### config.mk
export PLATFORM = sky130hd
export DESIGN_NAME = alu_arbiter
export DESIGN_NICKNAME = d
export VERILOG_FILES = /design/src/rtl/alu_arbiter.sv
export SDC_FILE = /design/constraint.sdc
export NUM_CORES = 1
export LEC_CHECK = 0
export ABC_AREA = 1
export CORE_MARGIN = 5
export CORE_UTILIZATION = 48
export DETAILED_ROUTE_END_ITERATION = 7
export PLACE_DENSITY = 0.82
export SETUP_SLACK_MARGIN = 0.3
export SLEW_MARGIN = 20
export SYNTH_ARGS = -nofsm -noshare
export SYNTH_HDL_FRONTEND = slang
export SYNTH_SLANG_ARGS = --single-unit
### constraint.sdc
create_clock -name clock -period 4 [get_ports clock]
set_input_delay 0.8 -clock clock [delete_from_list [all_inputs] [get_ports clock]]
set_output_delay 0.8 -clock clock [all_outputs]
set_load 0.03 [all_outputs]
### src/rtl/alu_arbiter.sv
// rtl/alu_arbiter.sv - two-requester arbiter sharing one 32-bit ALU
// Grants one request per cycle and holds the result in a one-entry response register.

module alu32 (
  input  logic [31:0] a,
  input  logic [31:0] b,
  input  logic [2:0]  control,
  output logic [31:0] out,
  output logic        overflow,
  output logic        zero,
  output logic        negative,
  output logic        err
);
  always_comb begin
    out      = 32'd0;
    overflow = 1'b0;
    err      = 1'b0;
    case (control)
      3'd2: begin
        out      = a + b;
        overflow = (a[31] == b[31]) && (out[31] != a[31]);
      end
      3'd3: begin
        out      = a - b;
        overflow = (a[31] != b[31]) && (out[31] != a[31]);
      end
      3'd4: out = a & b;
      3'd5: out = a | b;
      3'd6: out = ~(a | b);
      3'd7: out = a ^ b;
      default: err = 1'b1;
    endcase
    // An illegal op reports no flags at all, so zero is masked by err.
    zero     = !err && (out == 32'd0);
    negative = out[31];
  end
endmodule

module alu_arbiter #(
  parameter bit FAIR = 1'b1
) (
  input  logic        clock,
  input  logic        reset,
  input  logic        req0_valid,
  output logic        req0_ready,
  input  logic [31:0] req0_A,
  input  logic [31:0] req0_B,
  input  logic [2:0]  req0_control,
  input  logic        req1_valid,
  output logic        req1_ready,
  input  logic [31:0] req1_A,
  input  logic [31:0] req1_B,
  input  logic [2:0]  req1_control,
  output logic        resp_valid,
  input  logic        resp_ready,
  output logic        resp_id,
  output logic [31:0] resp_out,
  output logic        resp_overflow,
  output logic        resp_zero,
  output logic        resp_negative,
  output logic        resp_err,
  output logic [7:0]  busy_count
);
  logic        can_accept;
  logic        grant0;
  logic        grant1;
  logic        last_grant;
  logic        waiting;
  logic [31:0] alu_a;
  logic [31:0] alu_b;
  logic [2:0]  alu_control;
  logic [31:0] alu_out;
  logic        alu_overflow;
  logic        alu_zero;
  logic        alu_negative;
  logic        alu_err;

  assign can_accept = !resp_valid || resp_ready;

  // last_grant holds the most recently granted requester; reset value 1 favours requester 0.
  always_comb begin
    grant0 = 1'b0;
    grant1 = 1'b0;
    if (!reset && can_accept) begin
      if (req0_valid && req1_valid) begin
        if (FAIR && !last_grant) grant1 = 1'b1;
        else                     grant0 = 1'b1;
      end else if (req0_valid) begin
        grant0 = 1'b1;
      end else if (req1_valid) begin
        grant1 = 1'b1;
      end
    end
  end

  assign req0_ready = grant0;
  assign req1_ready = grant1;

  assign alu_a       = grant1 ? req1_A       : req0_A;
  assign alu_b       = grant1 ? req1_B       : req0_B;
  assign alu_control = grant1 ? req1_control : req0_control;

  alu32 u_alu (
    .a        (alu_a),
    .b        (alu_b),
    .control  (alu_control),
    .out      (alu_out),
    .overflow (alu_overflow),
    .zero     (alu_zero),
    .negative (alu_negative),
    .err      (alu_err)
  );

  assign waiting = (req0_valid && !grant0) || (req1_valid && !grant1);

  always_ff @(posedge clock) begin
    if (reset) begin
      resp_valid    <= 1'b0;
      resp_id       <= 1'b0;
      resp_out      <= 32'd0;
      resp_overflow <= 1'b0;
      resp_zero     <= 1'b0;
      resp_negative <= 1'b0;
      resp_err      <= 1'b0;
      busy_count    <= 8'd0;
      last_grant    <= 1'b1;
    end else begin
      if (grant0 || grant1) begin
        resp_valid    <= 1'b1;
        resp_id       <= grant1;
        resp_out      <= alu_out;
        resp_overflow <= alu_overflow;
        resp_zero     <= alu_zero;
        resp_negative <= alu_negative;
        resp_err      <= alu_err;
        last_grant    <= grant1;
      end else if (resp_ready) begin
        resp_valid <= 1'b0;
      end
      if (waiting && busy_count != 8'hFF) busy_count <= busy_count + 8'd1;
    end
  end
endmodule

==> run_results.csv, run 1 <==
group,metric,value,unit
yosys,syn_nets,1788,
status,stop_stage,"5_1_grt",
clock_network,holdBufCountCts,0,
clock_network,cts_buffers,5,
yosys,synth_edf_count,0,
place,routabilityCongestion,1.04,
yosys,syn_area,8710,um^2
yosys,yosys.cell_types.count,56,
yosys,synthFlopType,"dfxtp_1",
floorplanning,io_pins,187,
yosys,synthTopCellsByArea,"nand2_1 (15%), ha_1 (15%), inv_1 (11%), dfxtp_1 (11%), o21ai_0 (8.5%)",
global_route,grt_max_degree,42,
floorplanning,die_w,145,um
yosys,netlist_instances,1545,
clock_network,clkSinkCount,46,
yosys,synth.largest_area_cell,"nand2_1",
status,first-error,"[ERROR GRT-0232] Routing congestion too high. Check the congestion heatmap in the GUI.",
yosys,async_flop_share,0,%
global_route,globalRouteOverflowTotal,3,
yosys,seq_area_frac_synth,10.6,%
clock_network,ctsHtreeMaxLevel,2,
yosys,synth_area_per_cell,5.64,um^2
yosys,synthMostInstantiatedCell,"nand2_1",
floorplanning,start_util,48.7,%
yosys,synth_top_area_share,15.3,%
timing,worstEpCategory,"sequential cell input",
yosys,synthTopCellsByCount,"nand2_1 (355), inv_1 (247), nor2_1 (150)",
timing,grt_worst_setup_endpoint,"resp_zero$_SDFFE_PP0P_/D",
floorplanning,die_y,145,um
clock_network,clockBufferDepth,2,
clock_network,cts_root_buf,"clkbuf_16",
floorplanning,rows,49,
status,status,"stopped before the end",
place,port-buffer-count,186,
global_route,grt_use_total,68.3,%
yosys,ys_ff_latch,46,
yosys,yosys_warnings,0,
place,dp_hpwl,33200,um
==> kinds of logic after synthesis <==
kind of cell	count (synthesis)	synth area share (%)
and+or+nand+nor	745	37.6
AOI/OAI and AO/OA	325	21.1
buffers and inverters	315	14.6
adders and majority gates	104	15.1
DFF	46	10.6
xor gates and xnor gates	10	1.01
==> routing by layer <==
layer  GRT usage, %  GRT overflow
met1           68.6             0
met3           50.9             0
met2           86.9             2
met4           66.3             1
met5           17.5             0
==> timing repair <==
action / CTS
resized for setup: 355
setup endpoints to repair: 29
pin swaps: 111
buffers inserted: 58
gates cloned: 6
==> stage by stage <==
step                instances  instance area, um^2  setup slack, ns  TNS (ns)  hold slack [ns]
CTS                      2346                15600            0.296         0            0.477
detailed placement       2274                13600           -0.820    -11.03            0.467
global placement         2274                13600           -0.750     -8.08            0.451
floorplan                1545                 8900            0.300         0            0.489
==> run 2: changes to the inputs <==
--- a/config.mk
+++ b/config.mk
@@ -7,10 +7,9 @@
 export LEC_CHECK = 0
 export ABC_AREA = 1
 export CORE_MARGIN = 5
-export CORE_UTILIZATION = 48
+export CORE_UTILIZATION = 40
 export DETAILED_ROUTE_END_ITERATION = 7
-export PLACE_DENSITY = 0.82
-export SETUP_SLACK_MARGIN = 0.3
+export PLACE_DENSITY_LB_ADDON = 0.15
 export SLEW_MARGIN = 20
 export SYNTH_ARGS = -nofsm -noshare
 export SYNTH_HDL_FRONTEND = slang
==> constraint.sdc (replaced) <==
create_clock -name clock -period 5.2 [get_ports clock]
set_input_delay 1.04 -clock clock [delete_from_list [all_inputs] [get_ports clock]]
set_output_delay 1.04 -clock clock [all_outputs]
set_load 0.03 [all_outputs]
==> run 2 against run 1 <==
The run now ends clean; synthesized cell count is the same; synthesized area is the same.
==> run_results.csv, run 2 <==
group,metric,value,unit
place,routabilityCongestion,0.982,
finish,reg.largest.list,"resp_out: 32 flops, busy_count: 8 flops",
setup_path,critPathLaunchType,"input port",
place,placed_cells,2063,
place,dp_hpwl,31300,um
finish,final_nets,2038,
clock_network,ctsHtreeMaxLevel,2,
status,status,"completed",
power_and_ir_drop,leakage,5.76,nW
timing,hold_viol,0,
drt,wirelength,37300,um
yosys,yosys_warnings,0,
finish,final_common_cell,"nand2_1",
power_and_ir_drop,ir_worst_vdd,130,uV
setup_path,required,5.42,ns
floorplanning,rows,54,
floorplanning,die_w,158,um
floorplanning,die_area,24800,um^2
finish,regMostFlops,"resp_out",
clock_network,clkSinkCount,46,
drt,via_per_inst,5.27,
drt,dr_total_vias,10938,
timing,setup_violations,0,
setup_path,r2r_end,"resp_zero$_SDFFE_PP0P_",
setup_path,critPathMaxStageDelay,0.46,ns
drt,antenna_left,0,
floorplanning,start_util,40.3,%
yosys,ys_ff_latch,46,
yosys,synthTopCellsByArea,"nand2_1 (15%), ha_1 (15%), inv_1 (11%), dfxtp_1 (11%), o21ai_0 (8.5%)",
yosys,synth_top_area_share,15.3,%
timing,skew,0.00675,ns
timing,min_period,4.99,ns
finish,layout-drive-gt1-share,10.9,%
clock_network,clk_latency,0.28,ns
finish,fin_area,11700,um^2
finish,diodes,0,
timing,max_clock_freq,0.201,GHz
power_and_ir_drop,seq_power_share,16.6,%
setup_path,crit_end,"resp_zero$_SDFFE_PP0P_",
yosys,seq_area_frac_synth,10.6,%
power_and_ir_drop,pwr-share-clk,14.4,%
setup_path,worst-setup-path-type,"in -> reg",
yosys,synth_edf_count,0,
yosys,synth.largest_area_cell,"nand2_1",
yosys,yosys.cell_types.count,56,
setup_path,worst-endpoint-arrival,5.20,ns
setup_path,crit_fanout,26,
run,cap_violations,0,
power_and_ir_drop,pwr_density_cell,212,nW/um^2
place,place_area,11500,um^2
setup_path,reg2reg_from,"resp_valid$_SDFFE_PP0P_",
min_path,holdCritPathClass,"reg -> reg",
global_route,grt_pass1_vias,10450,
power_and_ir_drop,p_switching,1.21,mW
clock_network,cts_tree,"done",
power_and_ir_drop,power_frac_comb,69.0,%
yosys,synth_area_per_cell,5.64,um^2
setup_path,worstSetupEndpointType,"flop",
drt,first_pass_iters,5,
floorplanning,io_pins,187,
setup_path,r2r_cells,25,
drt,drt_iter0_markers,896,
yosys,synthMostInstantiatedCell,"nand2_1",
global_route,globalRouteOverflowTotal,0,
setup_path,cpMostUsedCell,"nand2_1",
global_route,grt_pass1_wl,56700,um
finish,final_cell_mix,"nand2_1 (355), inv_1 (247), clkdlybuf4s50_1 (185)",
setup_path,rrSetupSlack,1.14,ns
finish,largest_reg_flops,32,
yosys,synthTopCellsByCount,"nand2_1 (355), inv_1 (247), nor2_1 (150)",
floorplanning,die_y,158,um
timing,rsz0062_at_grt,"false",
setup_path,critPathLaunch,"resp_ready",
yosys,syn_nets,1788,
timing,min_period_over_period,95.9,%
timing,slew_viol_final,0,
clock_network,cts_root_buf,"clkbuf_16",
clock_network,clockBufferDepth,2,
drt,drc_errors,0,
drt,wl_per_cell,18.0,um
timing,tightest_slew,0.879,ns
global_route,antenna_found_initial,0,
setup_path,critical-path-slowest-cell,"clkdlybuf4s50_1",
yosys,syn_area,8710,um^2
timing,maxSlewHeadroom,41.3,%
global_route,grt_use_total,29.0,%
yosys,netlist_instances,1545,
floorplanning,core_area,21600,um^2
power_and_ir_drop,p_sw_share,48.7,%
power_and_ir_drop,intPower,1.28,mW
yosys,async_flop_share,0,%
place,port-buffer-count,186,
clock_network,cts_buffers,5,
yosys,synthFlopType,"dfxtp_1",
finish,area_growth,34.8,%
clock_network,path_clk_slew,0.06,ns
finish,fin_cells,2076,
global_route,grt_max_degree,53,
run 2: power by group through the flow:
stage	Clock, mW	Sequential [mW]	Combinational [mW]
3_5_place_dp	0	0.421	1.67
6_report	0.358	0.413	1.72
3_3_place_gp	0	0.418	1.66
4_1_cts	0.364	0.413	1.68
2_1_floorplan	0	0.489	0.875
5_1_grt	0.376	0.417	1.88
run 2: what timing repair did:
action / CTS / global route
endpoints found under the setup margin: 1 / 1
gates resized for setup: 1 / 18
pin swaps: 0 / 6
cloned: 0 / 1
buffers inserted: 0 / 4
hold buffers: 0 / 0
run 2: worst min path at each step:
stage | from | to | slack [ns] | depth (start not counted)
6_report | resp_id$_SDFFE_PP0P_ | resp_id$_SDFFE_PP0P_ | 0.47 | 2
3_3_place_gp | resp_id$_SDFFE_PP0P_ | resp_id$_SDFFE_PP0P_ | 0.45 | 2
2_1_floorplan | last_grant$_SDFFE_PP1P_ | last_grant$_SDFFE_PP1P_ | 0.49 | 2
5_1_grt | resp_id$_SDFFE_PP0P_ | resp_id$_SDFFE_PP0P_ | 0.48 | 2
3_5_place_dp | resp_id$_SDFFE_PP0P_ | resp_id$_SDFFE_PP0P_ | 0.46 | 2
4_1_cts | resp_id$_SDFFE_PP0P_ | resp_id$_SDFFE_PP0P_ | 0.47 | 2
run 2: cell families after synthesis:
| logic type | synth area share (%) |
|---|---|
| DFF | 10.6 |
| buffers and inverters | 14.6 |
| AOI/OAI and AO/OA | 21.1 |
| xor gates and xnor gates | 1.01 |
| adders and majority gates | 15.1 |
| and+or+nand+nor | 37.6 |
run 2: layout make-up:
class	instances	area [um^2]
fill	2334	9880
multi-input combinational	1184	6570
timing repair buffer	300	2770
inverter	258	971
sequential	46	921
tap	280	350
clock buffer	7	133
clock inverter	1	30.0
run 2: worst max-delay path, delay by kind of cell:
family | cells | cell delay (ns)
and+or+nand+nor | 13 | 1.50
buffers and inverters | 7 | 1.28
AOI/OAI and AO/OA | 6 | 1.04
adders and majority gates | 1 | 0.32
run 2: per-layer routing:
layer  global-route usage (%)  vias up  wire (um)
met1                     40.3     5004      17200
met4                     5.86        0        741
met5                        0        -          0
met3                     4.07       48       2890
met2                     47.9      381      16400
li1                         -     5505          -
run 2: metrics by stage:
stage	power, mW	util [%]	TNS, ns	worst slack (ns)	hold slack, ns
3_5_place_dp	2.09	53.1	-0.430	-0.307	0.463
2_1_floorplan	1.36	-	0	0.681	0.489
6_report	2.49	54.3	0	0.215	0.467
4_1_cts	2.45	53.8	0	0.0928	0.471
5_1_grt	2.67	54.3	0	0.00139	0.480
3_3_place_gp	2.08	53.1	-0.276	-0.236	0.454
No activity file was read; power rests on OpenSTA's default activity.
==> run 3: changes to the inputs <==
--- a/config.mk
+++ b/config.mk
@@ -8,6 +8,7 @@
 export ABC_AREA = 1
 export CORE_MARGIN = 5
 export CORE_UTILIZATION = 40
+export CTS_CLUSTER_SIZE = 16
 export DETAILED_ROUTE_END_ITERATION = 7
 export PLACE_DENSITY_LB_ADDON = 0.15
 export SLEW_MARGIN = 20
==> results of run 3 <==
Final layout, timing and power as in run 2 (identical DEF).
==> run 4: changes to the inputs <==
--- a/config.mk
+++ b/config.mk
@@ -6,7 +6,6 @@
 export NUM_CORES = 1
 export LEC_CHECK = 0
 export ABC_AREA = 1
-export CORE_MARGIN = 5
 export CORE_UTILIZATION = 40
 export CTS_CLUSTER_SIZE = 16
 export DETAILED_ROUTE_END_ITERATION = 7
==> run 4 against run 3 <==
Via count shrank 1.1%; first-iteration DRC count shrank 9.0%; sequential share of layout area grew 0.18 points; critical path depth is the same; critical endpoint unchanged; clock skew is essentially flat; setup slack gained 0.080 ns; register-to-register slack gained 0.05 ns; cell count shrank 1.5%; sequential power is essentially flat; worst hold slack gained 0.0078 ns; critical path type unchanged; largest power group unchanged.
==> run_results.csv, run 4 (synthesis gave the netlist of run 2 again) <==
group,metric,value,unit
timing,min_period_over_period,94.3,%
power_and_ir_drop,leakage,5.61,nW
floorplanning,core_area,21200,um^2
timing,hold_ws,0.474,ns
finish,post-route-util,54.2,%
setup_path,worst-setup-path-type,"in -> reg",
place,place_area,11300,um^2
finish,fin_area,11500,um^2
floorplanning,rows,53,
drt,drc_errors,0,
clock_network,clkSinkCount,46,
run,cap_violations,0,
place,placed_cells,2036,
setup_path,critPathMaxStageDelay,0.43,ns
global_route,grt_pass1_vias,10204,
power_and_ir_drop,finalPower,2.38,mW
timing,skew,0.00725,ns
clock_network,clockBufferDepth,2,
finish,largest_reg_flops,32,
drt,first_pass_iters,6,
drt,wl_per_cell,17.6,um
drt,dr_total_vias,10816,
place,dp_slack,-0.0801,ns
finish,diodes,0,
finish,final_cell_mix,"nand2_1 (354), inv_1 (247), clkdlybuf4s50_1 (185)",
setup_path,cpMostUsedCell,"nand2_1",
timing,max_clock_freq,0.204,GHz
timing,setup_violations,0,
drt,wirelength,36000,um
clock_network,clk_latency,0.29,ns
clock_network,ctsHtreeMaxLevel,2,
drt,antenna_left,0,
finish,fin_cells,2044,
power_and_ir_drop,ir_worst_vdd,127,uV
setup_path,worstSetupEndpointType,"flop",
power_and_ir_drop,pwr_density_cell,207,nW/um^2
finish,regMostFlops,"resp_out",
place,port-buffer-count,186,
finish,final_nets,2011,
timing,min_period,4.91,ns
finish,reg.largest.list,"resp_out: 32 flops, busy_count: 8 flops",
floorplanning,start_util,41.2,%
clock_network,cts_tree,"done",
global_route,globalRouteOverflowTotal,0,
timing,maxSlewHeadroom,39.8,%
global_route,grt_max_degree,61,
timing,slew_viol_final,0,
floorplanning,die_area,22400,um^2
setup_path,critical-path-slowest-cell,"clkdlybuf4s50_1",
setup_path,critPathLaunchType,"input port",
setup_path,crit_fanout,8,
timing,final.setup.worst_slack,0.295,ns
setup_path,worst-endpoint-arrival,5.12,ns
global_route,grt_pass1_wl,55300,um
min_path,holdCritPathClass,"reg -> reg",
finish,final_common_cell,"nand2_1",
clock_network,path_clk_slew,0.06,ns
clock_network,cts_buffers,5,
drt,drt_iter0_markers,815,
setup_path,required,5.42,ns
finish,layout-drive-gt1-share,9.38,%
floorplanning,die_y,150,um
status,status,"completed",
floorplanning,die_w,150,um
floorplanning,io_pins,187,
global_route,grt_use_total,32.1,%
place,dp_hpwl,30600,um
drt,via_per_inst,5.29,
finish,area_growth,31.7,%
timing,hold_viol,0,
timing,tns,0,ns
timing,rsz0062_at_grt,"false",
place,routabilityCongestion,0.962,
global_route,antenna_found_initial,0,
timing,tightest_slew,0.902,ns
clock_network,cts_root_buf,"clkbuf_16",
-- run 4: final timing paths --
path / from / end / slack (ns) / cells after the start
worst max register to register: resp_valid$_SDFFE_PP0P_ / resp_zero$_SDFFE_PP0P_ / 1.19 / 25
worst max-delay path: reset / resp_zero$_SDFFE_PP0P_ / 0.29 / 27
worst min register to register: resp_out[0]$_SDFFE_PP0P_ / resp_out[0]$_SDFFE_PP0P_ / 0.47 / 2
worst min-delay path: resp_out[0]$_SDFFE_PP0P_ / resp_out[0]$_SDFFE_PP0P_ / 0.47 / 2
-- run 4: final cells by class --
type | instances | area [um^2]
sequential | 46 | 921
multi-input combinational | 1184 | 6550
clock buffer | 5 | 125
fill | 2279 | 9680
clock inverter | 3 | 25.0
timing repair buffer | 273 | 2540
tap | 275 | 344
inverter | 258 | 971
-- run 4: routing by layer --
| metal | GRT usage [%] | vias up | share of wire [%] |
|---|---|---|---|
| li1 | - | 5456 | - |
| met1 | 44.8 | 4895 | 47 |
| met2 | 50.5 | 414 | 43 |
| met3 | 4.18 | 51 | 7.1 |
| met4 | 10.5 | 0 | 2.8 |
| met5 | 0 | - | 0 |
-- run 4: where the power goes --
part	internal (mW)	leakage [nW]	switching, mW
Clock	0.180	0.0704	0.138
Sequential	0.390	0.378	0.0221
Combinational	0.611	5.16	1.04
Total	1.18	5.61	1.20
-- run 4: repair_timing --
item                       in CTS  in global routing
gates resized for setup         0                  9
buffers inserted                0                  0
hold buffers                    0                  0
setup endpoints to repair       0                  1
-- run 4: critical path: cells and delay by family --
| family | cells | cell delay (ns) |
|---|---|---|
| buffers and inverters | 6 | 1.07 |
| AOI/OAI and AO/OA | 5 | 0.69 |
| and+or+nand+nor | 15 | 2.01 |
| adders and majority gates | 1 | 0.31 |
